`src/rtl/disp_scan_ctrl.sv`:
```
// rtl/disp_scan_ctrl.sv - bus-mapped 4-digit multiplexed 7-segment scan controller
module disp_scan_ctrl #(
    parameter int DATA_W  = 32,
    parameter int DIV_W   = 16,
    parameter int DIV_MAX = 50000
) (
    input  logic              clk,
    input  logic              rst,
    input  logic              sel,
    input  logic              we,
    input  logic [1:0]        addr,
    input  logic [DATA_W-1:0] data_in,
    output logic [DATA_W-1:0] data_out,
    output logic [7:0]        Disp,
    output logic [3:0]        Disp_sel
);

    localparam logic [DIV_W-1:0] PCNT_LAST = DIV_W'(DIV_MAX - 1);
    // CTRL bit 3 is reserved and never stored
    localparam logic [7:0]       CTRL_MASK = 8'hF7;

    logic [DIV_W-1:0]  pcnt;
    logic [1:0]        dig;
    logic              tick;
    logic              commit;
    logic              wr_value;
    logic              wr_ctrl;
    logic              rd_en;

    logic [15:0]       value_sh;
    logic [7:0]        ctrl_sh;
    logic [15:0]       value_act;
    logic [7:0]        ctrl_act;
    logic              pending;
    logic              ovf;

    logic [15:0]       sh_mag;
    logic              sh_ovf;
    logic [DATA_W-1:0] rd_data;

    logic [15:0]       act_mag;
    logic [15:0]       src;
    logic [15:0]       src_shift;
    logic [3:0]        nib;
    logic [3:0]        dp_mask;
    logic              neg;
    logic              minus_dig;
    logic              blank;
    logic [6:0]        seg;
    logic [7:0]        disp_nxt;
    logic [3:0]        sel_nxt;

    logic              unused_bits;

    assign unused_bits = ^{data_in[DATA_W-1:16], ctrl_act[3]};

    assign tick     = (pcnt == PCNT_LAST);
    assign commit   = tick && (dig == 2'd3);
    assign wr_value = sel && we && (addr == 2'd0);
    assign wr_ctrl  = sel && we && (addr == 2'd1);
    assign rd_en    = sel && !we;

    function automatic logic [6:0] hex_font(input logic [3:0] n);
        logic [6:0] f;
        case (n)
            4'h0: f = 7'h40;
            4'h1: f = 7'h79;
            4'h2: f = 7'h24;
            4'h3: f = 7'h30;
            4'h4: f = 7'h19;
            4'h5: f = 7'h12;
            4'h6: f = 7'h02;
            4'h7: f = 7'h78;
            4'h8: f = 7'h00;
            4'h9: f = 7'h10;
            4'hA: f = 7'h08;
            4'hB: f = 7'h03;
            4'hC: f = 7'h46;
            4'hD: f = 7'h21;
            4'hE: f = 7'h06;
            default: f = 7'h0E;
        endcase
        return f;
    endfunction

    // Prescaler and digit index; free-running whether or not the display is enabled
    always_ff @(posedge clk) begin
        if (rst) begin
            pcnt <= '0;
            dig  <= 2'd0;
        end else if (tick) begin
            pcnt <= '0;
            dig  <= dig + 2'd1;
        end else begin
            pcnt <= pcnt + DIV_W'(1);
        end
    end

    // Shadow registers take CPU writes; a write beats a same-edge commit for pending
    always_ff @(posedge clk) begin
        if (rst) begin
            value_sh <= 16'h0000;
            ctrl_sh  <= 8'h00;
            pending  <= 1'b0;
        end else begin
            if (wr_value) begin
                value_sh <= data_in[15:0];
            end
            if (wr_ctrl) begin
                ctrl_sh <= data_in[7:0] & CTRL_MASK;
            end
            if (wr_value || wr_ctrl) begin
                pending <= 1'b1;
            end else if (commit) begin
                pending <= 1'b0;
            end
        end
    end

    // Overflow flag for the shadow value, latched alongside it at commit
    always_comb begin
        sh_mag = ~value_sh + 16'd1;
        sh_ovf = ctrl_sh[1] && value_sh[15] && (sh_mag > 16'h0FFF);
    end

    // Active registers load from the pre-write shadow at the end of digit 3
    always_ff @(posedge clk) begin
        if (rst) begin
            value_act <= 16'h0000;
            ctrl_act  <= 8'h00;
            ovf       <= 1'b0;
        end else if (commit) begin
            value_act <= value_sh;
            ctrl_act  <= ctrl_sh;
            ovf       <= sh_ovf;
        end
    end

    // Read mux; VALUE and CTRL read back the shadow copies
    always_comb begin
        rd_data = '0;
        case (addr)
            2'd0:    rd_data[15:0] = value_sh;
            2'd1:    rd_data[7:0]  = ctrl_sh;
            2'd2:    rd_data[3:0]  = {dig, ovf, pending};
            default: rd_data       = '0;
        endcase
    end

    // Registered read data, held between reads
    always_ff @(posedge clk) begin
        if (rst) begin
            data_out <= '0;
        end else if (rd_en) begin
            data_out <= rd_data;
        end
    end

    // Glyph for the current digit from the active registers
    always_comb begin
        act_mag   = ~value_act + 16'd1;
        neg       = ctrl_act[1] && value_act[15];
        src       = neg ? act_mag : value_act;
        src_shift = src >> {dig, 2'b00};
        nib       = src_shift[3:0];
        dp_mask   = ctrl_act[7:4];
        minus_dig = neg && (dig == 2'd3);
        blank     = ctrl_act[2] && (dig != 2'd0) && (src_shift == 16'h0000) && !minus_dig;
        if (minus_dig) begin
            seg = 7'h3F;
        end else if (blank) begin
            seg = 7'h7F;
        end else begin
            seg = hex_font(nib);
        end
        if (ctrl_act[0]) begin
            disp_nxt = {~dp_mask[dig], seg};
            sel_nxt  = ~(4'b0001 << dig);
        end else begin
            disp_nxt = 8'hFF;
            sel_nxt  = 4'hF;
        end
    end

    // Segment and digit-enable outputs, one cycle behind dig
    always_ff @(posedge clk) begin
        if (rst) begin
            Disp     <= 8'hFF;
            Disp_sel <= 4'hF;
        end else begin
            Disp     <= disp_nxt;
            Disp_sel <= sel_nxt;
        end
    end

endmodule

```
`config.mk`:
```
export PLATFORM = sky130hd
export DESIGN_NAME = disp_scan_ctrl
export DESIGN_NICKNAME = d
export VERILOG_FILES = /design/src/rtl/disp_scan_ctrl.sv
export SDC_FILE = /design/constraint.sdc
export NUM_CORES = 1
export LEC_CHECK = 0
export CAP_MARGIN = 20
export CELL_PAD_IN_SITES_DETAIL_PLACEMENT = 1
export CELL_PAD_IN_SITES_GLOBAL_PLACEMENT = 2
export CORE_MARGIN = 10
export CORE_UTILIZATION = 33
export CTS_CLUSTER_SIZE = 28
export DETAILED_ROUTE_END_ITERATION = 8
export GPL_TIMING_DRIVEN = 0
export PLACE_DENSITY_LB_ADDON = 0.1
export SYNTH_ARGS = -nofsm -noshare
export SYNTH_HDL_FRONTEND = slang
export SYNTH_SLANG_ARGS = --single-unit
```
`constraint.sdc`:
```
create_clock -name clk -period 6.7 [get_ports clk]
set_input_delay 1.34 -clock clk [delete_from_list [all_inputs] [get_ports clk]]
set_output_delay 1.34 -clock clk [all_outputs]
set_load 0.02 [all_outputs]
```
### Word-level counts from Yosys, hierarchy flattened

Memory sizes are Yosys's and may differ from the RTL's.
Cells that the tools add are included.
W data, S select, Z words.

| cells by class | value |
|---|---|
| $add $sub $neg | 4 |
| order comparisons | 2 |
| equality and inequality tests | 4 |
| shifts and indexed selects | 2 |
| mux-type cells | 10 |
| bitwise gates (word level) | 5 |
| reductions and logical operators | 22 |

Operator list:

| kind | count |
|---|---|
| $add A16 B1 Y16 const B | 3 |
| $not A16 Y16 | 2 |
| $eq A16 B16 Y1 const B | 1 |
| $gt A16 B12 Y1 const B | 1 |
| $logic_not A16 Y1 | 1 |
| $mux W16 | 1 |
| $shr A16 B4 Y16 | 1 |
| $mux W7 | 2 |
| $logic_and A1 B1 Y1 | 12 |
| $pmux W4 S3 | 1 |
| $mux W8 | 1 |
| $pmux W4 S2 | 1 |
| $eq A2 B2 Y1 const B | 2 |
| $not A4 Y4 | 1 |
| $reduce_bool A2 Y1 | 2 |
| $reduce_or A2 Y1 | 2 |
| $reduce_or A4 Y1 | 1 |
| $shl A1 B2 Y4 const A | 1 |
| $lt A2 B3 Y1 const B | 1 |
| $mux W1 | 3 |
| $add A2 B1 Y2 const B | 1 |
| $bmux W1 S2 | 1 |
| $eq A2 B1 Y1 const B | 1 |
| $logic_not A1 Y1 | 2 |
| 3 further kinds | 4 |

| storage, ports and cells | value |
|---|---|
| register bits | 94 |
| ROM bits | 112 |
| memories kept | 1 |

Memories:

| name | words | bits a word | read ports | clocked after memory_dff | wr ports | line | text |
|---|---|---|---|---|---|---|---|
| (name not given) | 16 | 7 | 1 | 0 | 0 | 65 | `case (n)` |

### Logic depth before layout (Yosys ltp)

| logic depth | value |
|---|---|
| word-level depth | 9 |
| gate-level depth with buffers | 15 |
| gate-level depth less buffers | 14 |

### Worst setup path before layout

Ideal clock, no wire load.

| path | value |
|---|---|
| path type | register to register |
| start point | register value_act[1] |
| end point | register Disp[2] |
| arrival time | 3.024 ns |
| path slack | 3.580 ns |
| cell stages (with the launch flop) | 15 |
| buffers on the path | 0 |
| clock period less this slack | 3.120 ns |
| cell sequence | dfxtp_1 -> inv_1 -> ha_1 -> nor4b_1 -> a31oi_1 -> xnor2_1 -> mux4_2 -> inv_1 -> ha_1 -> nand2_1 -> a211oi_1 -> o31ai_1 -> a21oi_2 -> a31oi_2 -> o311ai_1 |

| between the ends | value |
|---|---|
| word-level cells in the longest chain between the ends | 8 |
| elaborated cells on any way between the ends | 9 |
| classes of those cells | add/sub: 1; shift: 1; mux: 1; bitwise: 1; reduce/logical: 4; memory: 1 |

RTL lines:

| what | line | text |
|---|---|---|
| start: declaration | 32 | `logic [15:0] value_act;` |
| start signal: assignment | 133 | `value_act <= value_sh;` |
| $not A16 Y16 | 161 | `act_mag = ~value_act + 16'd1;` |
| $add A16 B1 Y16 | 161 |  |
| $mux W16 * | 163 | `src = neg ? act_mag : value_act;` |
| $shr A16 B4 Y16 * | 164 | `src_shift = src >> {dig, 2'b00};` |
| $logic_not A16 Y1 | 168 | `blank = ctrl_act[2] && (dig != 2'd0) && (src_shift == 16'h0000) && !minus_dig;` |
| $logic_and A1 B1 Y1 (2 in series) | 168 |  |
| $reduce_or A4 Y1 (no source line) | n/a |  |
| end signal: assignment | 191 | `Disp <= disp_nxt;` |
| end: declaration | 14 | `output logic [7:0] Disp,` |

Mark *: on every way between the ends. The rest lies on a longest branch, timed or not.
A chain may end at the register's enable or synchronous reset.

### Worst setup path in the final report

| path | value |
|---|---|
| start point | register ctrl_act[1] |
| end point | register Disp[1] |

| between the ends | value |
|---|---|
| word-level cells in the longest chain between the ends | 7 |
| elaborated cells on any way between the ends | 10 |
| classes of those cells | shift: 1; mux: 1; reduce/logical: 7; memory: 1 |

RTL lines:

| what | line | text |
|---|---|---|
| start: declaration | 33 | `logic [7:0] ctrl_act;` |
| start signal: assignment | 134 | `ctrl_act <= ctrl_sh;` |
| $logic_and A1 B1 Y1 * | 162 | `neg = ctrl_act[1] && value_act[15];` |
| $mux W16 | 163 |  |
| $shr A16 B4 Y16 | 164 |  |
| $logic_not A16 Y1 | 168 |  |
| $logic_and A1 B1 Y1 (2 in series) | 168 |  |
| $reduce_or A4 Y1 (no source line) | n/a |  |

Marks and branches as above.

==> flow_metrics.env <==
export IMPL_max_slew_margin_pct=35.1
export IMPL_setup_violations=0
export IMPL_nFillCells=1697
export IMPL_crit_path_start_kind="flop"
export IMPL_antenna_found_initial=0
export IMPL_worstPathRequired_ns=6.96
export IMPL_routedWlPerCell_um=17.1
export IMPL_num_io_pins=82
export IMPL_hp_class="flop to flop"
export IMPL_portBuffers=48
export IMPL_antenna_cells=0
export IMPL_yosysSeqAreaShare_pct=40.0
export IMPL_drt_iter0_drc=197
export IMPL_dp_cells=835
export IMPL_critPathKind="flop to flop"
export IMPL_syn_inst=592
export IMPL_max_cap_violations=0
export IMPL_synth_flop_cell="dfxtp_1"
export IMPL_period_needed_ns=3.64
export IMPL_slew_violations=0
export IMPL_gr_usage_all_layers_pct=15.0
export IMPL_grt_setup_unrepaired="no"
export IMPL_synth_area_mm2=0.00471
export IMPL_synth_warnings=0
export IMPL_gp_congestion=0.825
export IMPL_start_util_pct=33.8
export IMPL_finalNonFillerCells=852
export IMPL_synth_seq_cells=94
export IMPL_hold_buffers=0
export IMPL_grt_start_max_net_pins=18
export IMPL_synth_edf_count=0
export IMPL_synthDistinctLibCells=61
export IMPL_grt_remaining_overflow=0
export IMPL_viasPerCell=5.15
export IMPL_fin_nets=716
export IMPL_hpwl_mm=11.1
export IMPL_endpoint_kind="flop"
export IMPL_postSynth_asyncResetShare_pct=0
export IMPL_drive_gt1_share_pct=7.74
export IMPL_chipWidth_um=139
export IMPL_cts_tree="built"
export IMPL_peakVddDrop_mv=0.131
export IMPL_r2r_slack_ns=3.06
export IMPL_core_mm2=0.0139
export IMPL_cts_resized=0
export IMPL_firstDrtPassIters=4
export IMPL_dieArea_mm2=0.0194
export IMPL_clkSlewWorstSetupHoldPaths_ns=0.07
export IMPL_powerDensity_mw_per_mm2=210
export IMPL_timing_final_crit_share_pct=54.3
export IMPL_die_y_um=139
export IMPL_cts_root_buf="clkbuf_16"
export IMPL_grt_pass1_wl_mm=23.9
export IMPL_route_vias_total=4387
export IMPL_clk_path_buf_depth=2
export IMPL_drc=0
export IMPL_h_tree_depth=3
export IMPL_wl_mm=14.6
export IMPL_core_rowCount=43
export IMPL_status="completed"
export IMPL_cts_setup_buffers=0
export IMPL_drtAntennaViolNets=0
export IMPL_max_freq_ghz=0.275
export IMPL_grt_pass1_vias=4503
export IMPL_critPathArrivalTime_ns=3.90
export IMPL_finalClockSkew_ns=0.00685
export IMPL_cts_sinks=94
export IMPL_worst_slew_pin_slew_ns=0.966
export IMPL_p_leak_uw=0.00210
export IMPL_totalNegativeSetupSlack_ns=0
export IMPL_cts_buffers=9
export IMPL_finalHoldViolCount=0
export IMPL_path_max_fanout=10
export IMPL_holdWs_ns=0.462
export IMPL_synth_avg_cell_area_um2=7.95
export IMPL_clk_latency_ns=0.36
export IMPL_syn_to_final_growth_pct=23.4
==> layout by cell type (no fill, tap or decap), types with 8 or more instances in the layout <==
master and count:
conb_1 16, a22oi_1 12, nor4_1 8, nor3_1 13
a21oi_1 58, ha_1 11, nand3_1 17, dfxtp_1 94
clkdlybuf4s50_1 48, clkbuf_16 9, buf_4 16, xnor2_1 13
mux2i_1 11, inv_1 11, nand2_1 117, nor2_1 56
xor2_1 9, clkbuf_1 35
==> registers in the layout, indices dropped and copies added, names as in the netlist <==
name	flops
dig	2
ovf	1
value_sh	16
value_act	16
pending	1
data_out	16
ctrl_sh	7
ctrl_act	7
Disp_sel	4
pcnt	16
Disp	8
==> report_power, final <==
| part | switching, uW | total [uW] | internal [uW] |
|---|---|---|---|
| Sequential | 5.86 | 570 | 564 |
| Combinational | 38.8 | 67.2 | 28.4 |
| Clock | 242 | 585 | 344 |
| Total | 286 | 1220 | 936 |
==> area by class of cell <==
| type | instances | area, um2 | share of cell area (%) |
|---|---|---|---|
| multi-input combinational | 444 | 2540 | 43.8 |
| sequential | 94 | 1880 | 32.4 |
| timing repair buffer | 49 | 485 | 8.35 |
| buffer | 57 | 293 | 5.04 |
| clock buffer | 10 | 239 | 4.11 |
| tap | 180 | 225 | 3.88 |
| clock inverter | 6 | 97.6 | 1.68 |
| inverter | 12 | 45.0 | 0.775 |
==> cells in the mapped netlist (7+ instances only) <==
| master | number | area share [%] |
|---|---|---|
| mux2i_1 | 11 | 2.3 |
| nand3_1 | 17 | 1.8 |
| xnor2_1 | 13 | 2.4 |
| nor4_1 | 8 | 1.1 |
| nor2_1 | 56 | 4.5 |
| ha_1 | 11 | 2.9 |
| a31oi_1 | 7 | 0.93 |
| buf_4 | 16 | 2.6 |
| and3_1 | 7 | 0.93 |
| xor2_1 | 9 | 1.7 |
| clkbuf_1 | 35 | 2.8 |
| a21oi_1 | 58 | 6.2 |
| nand4_1 | 7 | 0.93 |
| dfxtp_1 | 94 | 40 |
| nor3_1 | 13 | 1.4 |
| a22oi_1 | 12 | 1.9 |
| inv_1 | 11 | 0.88 |
| nand2_1 | 117 | 9.3 |
==> per-stage QoR <==
step | worst slack (ns) | area (um2) | utilization, % | total power, uW
global placement | 2.78 | 5470 | 39.3 | 649
CTS | 2.72 | 5810 | 41.7 | 1240
global route | 2.70 | 5810 | 41.7 | 1270
detailed placement | 2.77 | 5470 | 39.3 | 650
floorplan | 3.58 | 4760 | - | 622
finish | 3.06 | 5810 | 41.7 | 1220
==> critical path: stages (launching register included) <==
cell and delay (ns):
dfxtp_1 0.32, clkbuf_1 0.43, nand2_1 0.14, clkbuf_1 0.31, a31oi_1 0.31, xnor2_1 0.14, mux4_2 0.53, inv_1 0.17
ha_1 0.26, nand2_1 0.08, a211oi_1 0.22, o31ai_1 0.12, a21oi_2 0.17, a31oi_2 0.19, o311ai_1 0.13
==> worst paths after layout <==
path                                                from                  to  cells after the start
worst min register to register        pcnt[0]$_SDFF_PP0_  pcnt[0]$_SDFF_PP0_                      1
worst max register to register  ctrl_act[1]$_SDFFE_PP0P_  Disp[1]$_SDFF_PP1_                     14
worst min-delay path                  pcnt[0]$_SDFF_PP0_  pcnt[0]$_SDFF_PP0_                      1
worst max-delay path            ctrl_act[1]$_SDFFE_PP0P_  Disp[1]$_SDFF_PP1_                     14
==> layer usage <==
layer	wire, um	vias up	global-route usage, %
li1	-	2176	-
met1	6700	2121	18.3
met2	7020	69	24.9
met3	565	21	3.61
met4	275	0	5.55
met5	0	-	0
==> kinds of logic after synthesis <==
| kind of cell | Yosys count | synth area share (%) |
|---|---|---|
| AO/OA/AOI/OAI | 122 | 16.5 |
| multiplexers | 20 | 4.97 |
| XOR/XNOR | 22 | 4.09 |
| flip-flops | 94 | 40.0 |
| buffers and inverters | 69 | 7.18 |
| adder cells (fa/ha/maj) | 11 | 2.92 |
| AND/OR/NAND/NOR | 253 | 24.3 |
| other | 1 | 0.0796 |
Power figures use the tool's default switching activity.
